[config.mk]
export PLATFORM = sky130hd
export DESIGN_NAME = mips_main_fsm
export DESIGN_NICKNAME = d
export VERILOG_FILES = /design/src/rtl/mips_main_fsm.sv
export SDC_FILE = /design/constraint.sdc
export NUM_CORES = 1
export LEC_CHECK = 0
export CAP_MARGIN = 30
export CORE_MARGIN = 4
export CORE_UTILIZATION = 32
export DETAILED_ROUTE_END_ITERATION = 8
export PLACE_DENSITY = 0.74
export REMOVE_ABC_BUFFERS = 1
export SETUP_SLACK_MARGIN = 0.15
export SLEW_MARGIN = 20
export SYNTH_ARGS = -nofsm -noshare
export SYNTH_HDL_FRONTEND = slang
export SYNTH_SLANG_ARGS = --single-unit
[constraint.sdc]
create_clock -name i_clk -period 1.4 [get_ports i_clk]
set_input_delay 0.28 -clock i_clk [delete_from_list [all_inputs] [get_ports i_clk]]
set_output_delay 0.28 -clock i_clk [all_outputs]
set_load 0.01 [all_outputs]
[src/rtl/mips_main_fsm.sv]
// mips_main_fsm -- main control FSM for the multicycle MIPS datapath.
//
// Sequences each instruction through fetch, decode, execute, memory and
// writeback, and drives every datapath mux select and write enable. Fetch
// and data accesses stall on i_mem_ready so slow memory can hold the FSM.
//
// Ports:
//   i_clk        rising-edge clock
//   i_rst        synchronous active-high reset (forces FETCH, gates enables)
//   i_opcode     instr[31:26] from the instruction register
//   i_mem_ready  memory finished the current access this cycle
//   o_aluop      ALU operation class: 00 add, 01 sub, 10 use funct
//   o_alusrca    0 = PC, 1 = register A
//   o_alusrcb    00 = B, 01 = 4, 10 = sext imm, 11 = sext imm << 2
//   o_pcsrc      00 = ALU result, 01 = ALUOut, 10 = jump target
//   o_pcwrite    unconditional PC write
//   o_branch     PC write qualified by the zero flag
//   o_iord       0 = PC address, 1 = ALUOut address
//   o_memwrite   memory write strobe
//   o_irwrite    instruction register load
//   o_regdst     0 = rt, 1 = rd
//   o_memtoreg   0 = ALUOut, 1 = memory data
//   o_regwrite   register file write
//   o_illegal    one-cycle pulse in DECODE on an unsupported opcode
//   o_state      current state encoding (debug)
module mips_main_fsm #(
  parameter logic [5:0] OP_RTYPE = 6'b000000,
  parameter logic [5:0] OP_LW    = 6'b100011,
  parameter logic [5:0] OP_SW    = 6'b101011,
  parameter logic [5:0] OP_BEQ   = 6'b000100,
  parameter logic [5:0] OP_ADDI  = 6'b001000,
  parameter logic [5:0] OP_J     = 6'b000010
) (
  input  logic       i_clk,
  input  logic       i_rst,
  input  logic [5:0] i_opcode,
  input  logic       i_mem_ready,
  output logic [1:0] o_aluop,
  output logic       o_alusrca,
  output logic [1:0] o_alusrcb,
  output logic [1:0] o_pcsrc,
  output logic       o_pcwrite,
  output logic       o_branch,
  output logic       o_iord,
  output logic       o_memwrite,
  output logic       o_irwrite,
  output logic       o_regdst,
  output logic       o_memtoreg,
  output logic       o_regwrite,
  output logic       o_illegal,
  output logic [3:0] o_state
);

  typedef enum logic [3:0] {
    S_FETCH   = 4'd0,
    S_DECODE  = 4'd1,
    S_MEMADR  = 4'd2,
    S_MEMRD   = 4'd3,
    S_MEMWB   = 4'd4,
    S_MEMWR   = 4'd5,
    S_RTYPEEX = 4'd6,
    S_RTYPEWB = 4'd7,
    S_BEQEX   = 4'd8,
    S_ADDIEX  = 4'd9,
    S_ADDIWB  = 4'd10,
    S_JEX     = 4'd11
  } state_e;

  state_e state_q, state_d;
  state_e dec_state;

  // Next-state logic.
  always_comb begin
    state_d = state_q;
    case (state_q)
      S_FETCH:   if (i_mem_ready) state_d = S_DECODE;
      S_DECODE: begin
        if (i_opcode == OP_LW || i_opcode == OP_SW) state_d = S_MEMADR;
        else if (i_opcode == OP_RTYPE)             state_d = S_RTYPEEX;
        else if (i_opcode == OP_BEQ)               state_d = S_BEQEX;
        else if (i_opcode == OP_ADDI)              state_d = S_ADDIEX;
        else if (i_opcode == OP_J)                 state_d = S_JEX;
        else                                       state_d = S_FETCH;
      end
      S_MEMADR:  state_d = (i_opcode == OP_LW) ? S_MEMRD : S_MEMWR;
      S_MEMRD:   if (i_mem_ready) state_d = S_MEMWB;
      S_MEMWB:   state_d = S_FETCH;
      S_MEMWR:   if (i_mem_ready) state_d = S_FETCH;
      S_RTYPEEX: state_d = S_RTYPEWB;
      S_RTYPEWB: state_d = S_FETCH;
      S_BEQEX:   state_d = S_FETCH;
      S_ADDIEX:  state_d = S_ADDIWB;
      S_ADDIWB:  state_d = S_FETCH;
      S_JEX:     state_d = S_FETCH;
      // Unused encodings 12-15 recover to FETCH.
      default:   state_d = S_FETCH;
    endcase
  end

  always_ff @(posedge i_clk) begin
    if (i_rst) state_q <= S_FETCH;
    else       state_q <= state_d;
  end

  // While reset is held the select outputs show the FETCH decode even if the
  // register has not yet been cleared, so the datapath sees a known setup.
  assign dec_state = i_rst ? S_FETCH : state_q;

  logic [1:0] aluop_c, alusrcb_c, pcsrc_c;
  logic       alusrca_c, iord_c, regdst_c, memtoreg_c;
  logic       pcwrite_c, branch_c, memwrite_c, irwrite_c, regwrite_c, illegal_c;
  logic       opcode_known;

  assign opcode_known = (i_opcode == OP_LW)   || (i_opcode == OP_SW)  ||
                        (i_opcode == OP_RTYPE)|| (i_opcode == OP_BEQ) ||
                        (i_opcode == OP_ADDI) || (i_opcode == OP_J);

  // Output decode of the state; anything not set for a state stays 0.
  always_comb begin
    aluop_c    = 2'b00;
    alusrca_c  = 1'b0;
    alusrcb_c  = 2'b00;
    pcsrc_c    = 2'b00;
    pcwrite_c  = 1'b0;
    branch_c   = 1'b0;
    iord_c     = 1'b0;
    memwrite_c = 1'b0;
    irwrite_c  = 1'b0;
    regdst_c   = 1'b0;
    memtoreg_c = 1'b0;
    regwrite_c = 1'b0;
    illegal_c  = 1'b0;
    case (dec_state)
      S_FETCH: begin
        alusrcb_c = 2'b01;
        // PC+4 and the IR load only commit once the fetch completes.
        irwrite_c = i_mem_ready;
        pcwrite_c = i_mem_ready;
      end
      S_DECODE: begin
        alusrcb_c = 2'b11;
        illegal_c = ~opcode_known;
      end
      S_MEMADR: begin
        alusrca_c = 1'b1;
        alusrcb_c = 2'b10;
      end
      S_MEMRD:  iord_c = 1'b1;
      S_MEMWB: begin
        memtoreg_c = 1'b1;
        regwrite_c = 1'b1;
      end
      S_MEMWR: begin
        iord_c     = 1'b1;
        memwrite_c = 1'b1;
      end
      S_RTYPEEX: begin
        alusrca_c = 1'b1;
        aluop_c   = 2'b10;
      end
      S_RTYPEWB: begin
        regdst_c   = 1'b1;
        regwrite_c = 1'b1;
      end
      S_BEQEX: begin
        alusrca_c = 1'b1;
        aluop_c   = 2'b01;
        pcsrc_c   = 2'b01;
        branch_c  = 1'b1;
      end
      S_ADDIEX: begin
        alusrca_c = 1'b1;
        alusrcb_c = 2'b10;
      end
      S_ADDIWB: regwrite_c = 1'b1;
      S_JEX: begin
        pcsrc_c   = 2'b10;
        pcwrite_c = 1'b1;
      end
      default: ;
    endcase
  end

  assign o_aluop    = aluop_c;
  assign o_alusrca  = alusrca_c;
  assign o_alusrcb  = alusrcb_c;
  assign o_pcsrc    = pcsrc_c;
  assign o_iord     = iord_c;
  assign o_regdst   = regdst_c;
  assign o_memtoreg = memtoreg_c;
  assign o_pcwrite  = pcwrite_c  & ~i_rst;
  assign o_branch   = branch_c   & ~i_rst;
  assign o_memwrite = memwrite_c & ~i_rst;
  assign o_irwrite  = irwrite_c  & ~i_rst;
  assign o_regwrite = regwrite_c & ~i_rst;
  assign o_illegal  = illegal_c  & ~i_rst;
  assign o_state    = state_q;

endmodule

==> results by stage, run 1 <==
Global route:
- The pin count of the biggest net entering global routing is 8.
- The number of antenna violations at the first check in global routing came to 0.

Placement:
- Port buffering added 28 buffers.
- Summed over all nets, the half-perimeter wirelength after detailed placement is 1.61 mm.
- The routability congestion estimate is 0.832.

Outcome:
- The run stopped with a tool error.
- The stage at which the flow ended is 5_1_grt.
- The first error in the log reads "[ERROR DPL-0033] detailed placement checks failed during check placement".

Synth:
- Synthesis handed over a netlist of 73 instances.
- Of all flip-flops after synthesis, the portion carrying an async set or reset was 0%.
- In the post-synthesis netlist, the cell with the most instances is nand2_1.
- Summing the sequential cell areas from Yosys gives 17.0% of the chip area.
- In this run the cell area of the synthesized design comes to 470 µm².
- The mean instance size in the synthesized netlist is 6.44 µm².
- The predominant post-synthesis flop cell is dfxtp_1.
- The portion of synthesized cell area occupied by the leading cell type is 17.0%.
- After synthesis, the cell types taking the most area are dfxtp_1 17%, nor3_1 7.4%, a21oi_1 6.4%, nand2_1 6.4%, nand2b_1 5.3%.
- Counting flops with a built-in enable in the synthesized netlist gives 0.
- By count the netlist is led by 8 x nand2_1, 7 x nor3_1, 6 x a21oi_1, 6 x nor2_1.
- The number of distinct library cells after synthesis is 29.
- The largest total area in the synthesized netlist belongs to dfxtp_1.
- The yosys synthesis warning count is 0.
- The register bit count reported by yosys is 4.

CTS:
- The cell chosen for the clock root is clkbuf_4.
- For this design, the CTS-stage hold fixing added 0 buffers.
- The number of buffers on the longest clock path is 2.
- The clock drives 4 sinks.
- The number of levels the H-tree was split into is 1.
- TritonCTS created 3 clock buffers.

Die:
- Pin placement for this block handled 29 I/O pins.
- The standard-cell row count is 13.
- The vertical die dimension is 46.3 µm.
- The width of the chip is 46.3 µm.
- The initial utilization of the core area, before any placement, comes to 34.8%.

Timing:
- In the global-route stage, repair_timing last flagged the worst endpoint as o_regwrite.
- After the last repair the worst path ends at a primary output.
-- cell families after synthesis --
kind of cell / after synthesis / synth area share, %
AOI/OAI and AO/OA: 18 / 25.5
xor gates and xnor gates: 1 / 1.86
buffers and inverters: 6 / 5.32
DFF: 4 / 17.0
muxes: 1 / 2.39
and+or+nand+nor: 43 / 47.9
-- repair_timing --
| item | CTS |
|---|---|
| gates resized for setup | 161 |
| pin swaps | 17 |
| endpoints found under the setup margin | 24 |
| buffers inserted | 11 |
-- through the flow --
stage	instances	worst slack (ns)	area (µm²)	hold WS, ns	setup TNS (ns)
4_1_cts	153	-0.302	1210	0.443	-2.13
3_3_place_gp	139	-0.853	955	0.600	-11.72
3_5_place_dp	139	-0.953	955	0.605	-12.09
2_1_floorplan	69	-0.278	453	0.416	-1.08
==> run 2, diff against run 1 <==
--- a/config.mk
+++ b/config.mk
@@ -6,12 +6,11 @@
 export NUM_CORES = 1
 export LEC_CHECK = 0
 export CAP_MARGIN = 30
-export CORE_MARGIN = 4
-export CORE_UTILIZATION = 32
+export CORE_AREA = 4 4 65 67
 export DETAILED_ROUTE_END_ITERATION = 8
-export PLACE_DENSITY = 0.74
+export DIE_AREA = 0 0 69 71
+export PLACE_DENSITY_LB_ADDON = 0.15
 export REMOVE_ABC_BUFFERS = 1
-export SETUP_SLACK_MARGIN = 0.15
 export SLEW_MARGIN = 20
 export SYNTH_ARGS = -nofsm -noshare
 export SYNTH_HDL_FRONTEND = slang
==> constraint.sdc (replaced) <==
create_clock -name i_clk -period 1.8 [get_ports i_clk]
set_input_delay 0.36 -clock i_clk [delete_from_list [all_inputs] [get_ports i_clk]]
set_output_delay 0.36 -clock i_clk [all_outputs]
set_load 0.01 [all_outputs]
==> run 2 against run 1 <==
- the flow now finishes without violations
- synthesized area unchanged
- synthesized cell count unchanged
==> results by stage, run 2 <==
Outcome:
- The run finished with clean final reports.

Die:
- The width of the chip came to 69 µm (+49%).
- The vertical die dimension was 71 µm (+53%).
- The die covers 0.00490 mm².
- The standard-cell row count is 22 (+9).
- The total area inside the core boundary comes to 0.00363 mm².
- The starting density of the core was 12.9% (-22 points).
- The I/O pin count is 29 (unchanged).

Synth:
- The dominant cell type by area after synthesis is dfxtp_1.
- Ranked by total cell area, the synthesized netlist is headed by dfxtp_1 17%, nor3_1 7.4%, a21oi_1 6.4%, nand2_1 6.4%, nand2b_1 5.3%.
- The post-synthesis xor/xnor area fraction is 1.86% (unchanged).
- The most common cell in the synthesized netlist is nand2_1.
- The adder and majority cell fraction of the synthesized area is 0% (unchanged).
- The gate count after technology mapping was 73 (unchanged).
- The multiplexer share of the synthesized area is 2.39% (unchanged).
- In the synthesized netlist, the cells that appear most often are 8 x nand2_1, 7 x nor3_1, 6 x a21oi_1, 6 x nor2_1.
- The post-synth design cell area is 470 µm² (unchanged).
- The fraction of registers with async set or reset after synthesis was 0% (unchanged).
- The yosys synthesis warning count was 0 (unchanged).
- The register bit count reported by yosys is 4 (unchanged).
- The portion of synthesized cell area occupied by the leading cell type was 17.0% (unchanged).
- The mean instance size in the synthesized netlist was 6.44 µm² (unchanged).
- The most used flip-flop cell after synthesis is dfxtp_1.
- The post-synthesis share of cell area spent on and, or, nand and nor gates is 47.9% (unchanged).
- The complex-gate fraction of the synthesized area is 25.5% (unchanged).
- The number of distinct library cells after synthesis came to 29 (unchanged).
- After synthesis, the largest family of logic cells by area is simple AND/OR/NAND/NOR gates.
- The number of synthesized flops with an enable pin is 0 (unchanged).
- The sequential area share after synthesis was 17.0% (unchanged).

Timing:
- The period utilization is 97.4%.
- The final count of negative-setup-slack endpoints is 0.
- The post-route minimum period is 1.75 ns.
- The total count of max-transition violations in the final report is 0.
- The worst hold margin is 0.520 ns.
- Across all setup checks in the final design, the least slack found is 0.0467 ns.
- Timing would allow up to 570 MHz.
- Measured against its own limit, the worst slew margin works out to 70.3%.
- Setup repair after global routing could not meet its margin everywhere.
- The worst-case clock skew is 0.00263 ns.
- The actual slew at the worst max-slew pin is 0.441 ns.
- The final count of hold timing violations is 0.

CTS:
- The cts-stage hold buffer count is 0 (unchanged).
- The number of buffers on the longest clock path is 2 (unchanged).
- The latest clock arrival within the worst-skew pair is 0.22 ns.
- The clock input transition at the sequential cells of the worst setup and hold paths is 0.03 ns.
- The cell chosen for the clock root is clkbuf_8.
- The clock tree from TritonCTS is built.
- The number of levels the H-tree was split into is 1 (unchanged).
- The number of CTS-inserted buffers came to 3 (unchanged).
- The clock net sink count is 4 (unchanged).

Global route:
- After global routing the overflow that remains totals 0.
- The via count of the first global-routing pass is 756.
- The number of antenna violations at the first check in global routing was 0.
- The global router's overall resource usage is 8.91%.
- The first global-routing pass estimated 3.53 mm of wire.
- Entering global routing, the biggest net connects 10 pins.

Critical path:
- Of all nets on the critical path, the largest fanout is 2.
- Data on the critical path is required at its endpoint by 1.44 ns.
- STA puts the critical path data arrival time at 1.39 ns.
- The start-to-end type of the worst setup path is primary input to output pin.
- STA classifies the critical path endpoint as an output pin.
- STA classifies the critical path startpoint as a primary input.

Run:
- The total of max-cap violations is 0.

Drt:
- The first detailed-routing pass ran for 4 iterations.
- The overall via count from detail_route is 789.
- After detailed routing, the number of vias per cell comes to 4.38.
- Wires add up to 2.19 mm.
- The DRC violations left is 0.
- The detailed router's first-iteration violation count is 18.
- The average routed wire per standard cell is 12.2 µm.
- The number of routed nets with antenna violations is 0.

Finish:
- Once layout is complete, the cells apart from fillers number 180.
- The register with the most flip-flops in the layout has 4 of them.
- Cells with a size suffix above 1 make up 51.5% of the layout.
- The repair_antennas step left the layout with diodes totalling 0.
- The library cells used most frequently in the layout, excluding fill and tap cells, are 31 x buf_4, 11 x clkbuf_2, 8 x nand2_1.
- The layout overhead on the synthesized area is 132%.
- Leaving out fill and tap cells, the most frequent cell in the layout is buf_4.
- The net count of the finished layout is 143.

Power and ir drop:
- The design draws 0.000402 W.
- The leakage component of the power is 0.475 nW.
- For this design the ratio of total power to cell area is 369 mW/mm².
- The worst-case IR drop observed on VDD is 0.125 mV.

Min path:
- The class of the tightest hold or removal check is primary input to register.

Placement:
- The count of port buffers added during placement is 28 (unchanged).
- The routability congestion estimate is 0.754 (-9.3%).
- The detailed-placement wirelength estimate came to 1.81 mm (+13%).
- The setup slack after placement is -0.715 ns (+0.238 ns).
- The number of instances in the placed design is 175 (+26%).
run 2: cells by family after synthesis:
family / Yosys count
DFF: 4
xor gates and xnor gates: 1
and+or+nand+nor: 43
buffers and inverters: 6
AOI/OAI and AO/OA: 18
muxes: 1
run 2: final cells by class:
cell class	instances	area, µm²
Clock buffer	3	41.3
Fill cell	434	2540
Inverter	2	7.51
Multi-Input combinational cell	63	449
Sequential cell	4	90.1
Tap cell	48	60.1
Timing Repair Buffer	60	442
run 2: path summary, 6_finish.rpt:
path,startpoint,to,slack [ns],cells after the start
min,i_opcode[3],o_state[0],0.52,4
min reg2reg,o_state[3],o_state[0],0.64,3
max,i_mem_ready,o_pcwrite,0.05,4
max reg2reg,o_state[2],o_state[2],0.32,5
run 2: timing repair:
item / CTS / global route
setup endpoints to repair: 18 / 11
setup buffers: 1 / 1
hold endpoints to repair: 0 / 0
resized for setup: 52 / 35
pin swaps: 6 / 6
run 2: power breakdown:
part           internal, W  total [W]  switching (W)  leakage, nW
logic            0.0000633   0.000117      0.0000538        0.419
registers        0.0000889  0.0000923     0.00000344       0.0349
clock network     0.000143   0.000193      0.0000503       0.0216
run 2: metrics by stage:
step | util [%] | setup TNS, ns | instance area, µm²
final | 30.0 | 0 | 1090
after detailed placement | 28.0 | -7.56 | 1020
after CTS | 29.5 | -0.202 | 1070
after floorplan | - | 0 | 453
after global routing | 30.0 | -0.0291 | 1090
after global placement | 28.0 | -7.34 | 1020
run 2: layer usage:
| metal | routed length (µm) | global-route usage [%] | vias up | part of all wire, % |
|---|---|---|---|---|
| li1 | - | - | 403 | - |
| met1 | 974 | 10.5 | 355 | 44 |
| met2 | 1050 | 15.0 | 27 | 48 |
| met3 | 120 | 1.70 | 4 | 5.5 |
| met4 | 43 | 5.21 | 0 | 2.0 |
| met5 | 0 | 0 | - | 0 |
run 2: worst max-delay path, cell delays in order:
cell and delay (ns):
clkdlybuf4s50_1 0.42, and3_1 0.17, or2_4 0.22, clkdlybuf4s15_2 0.22
Power figures use the tool's default switching activity.
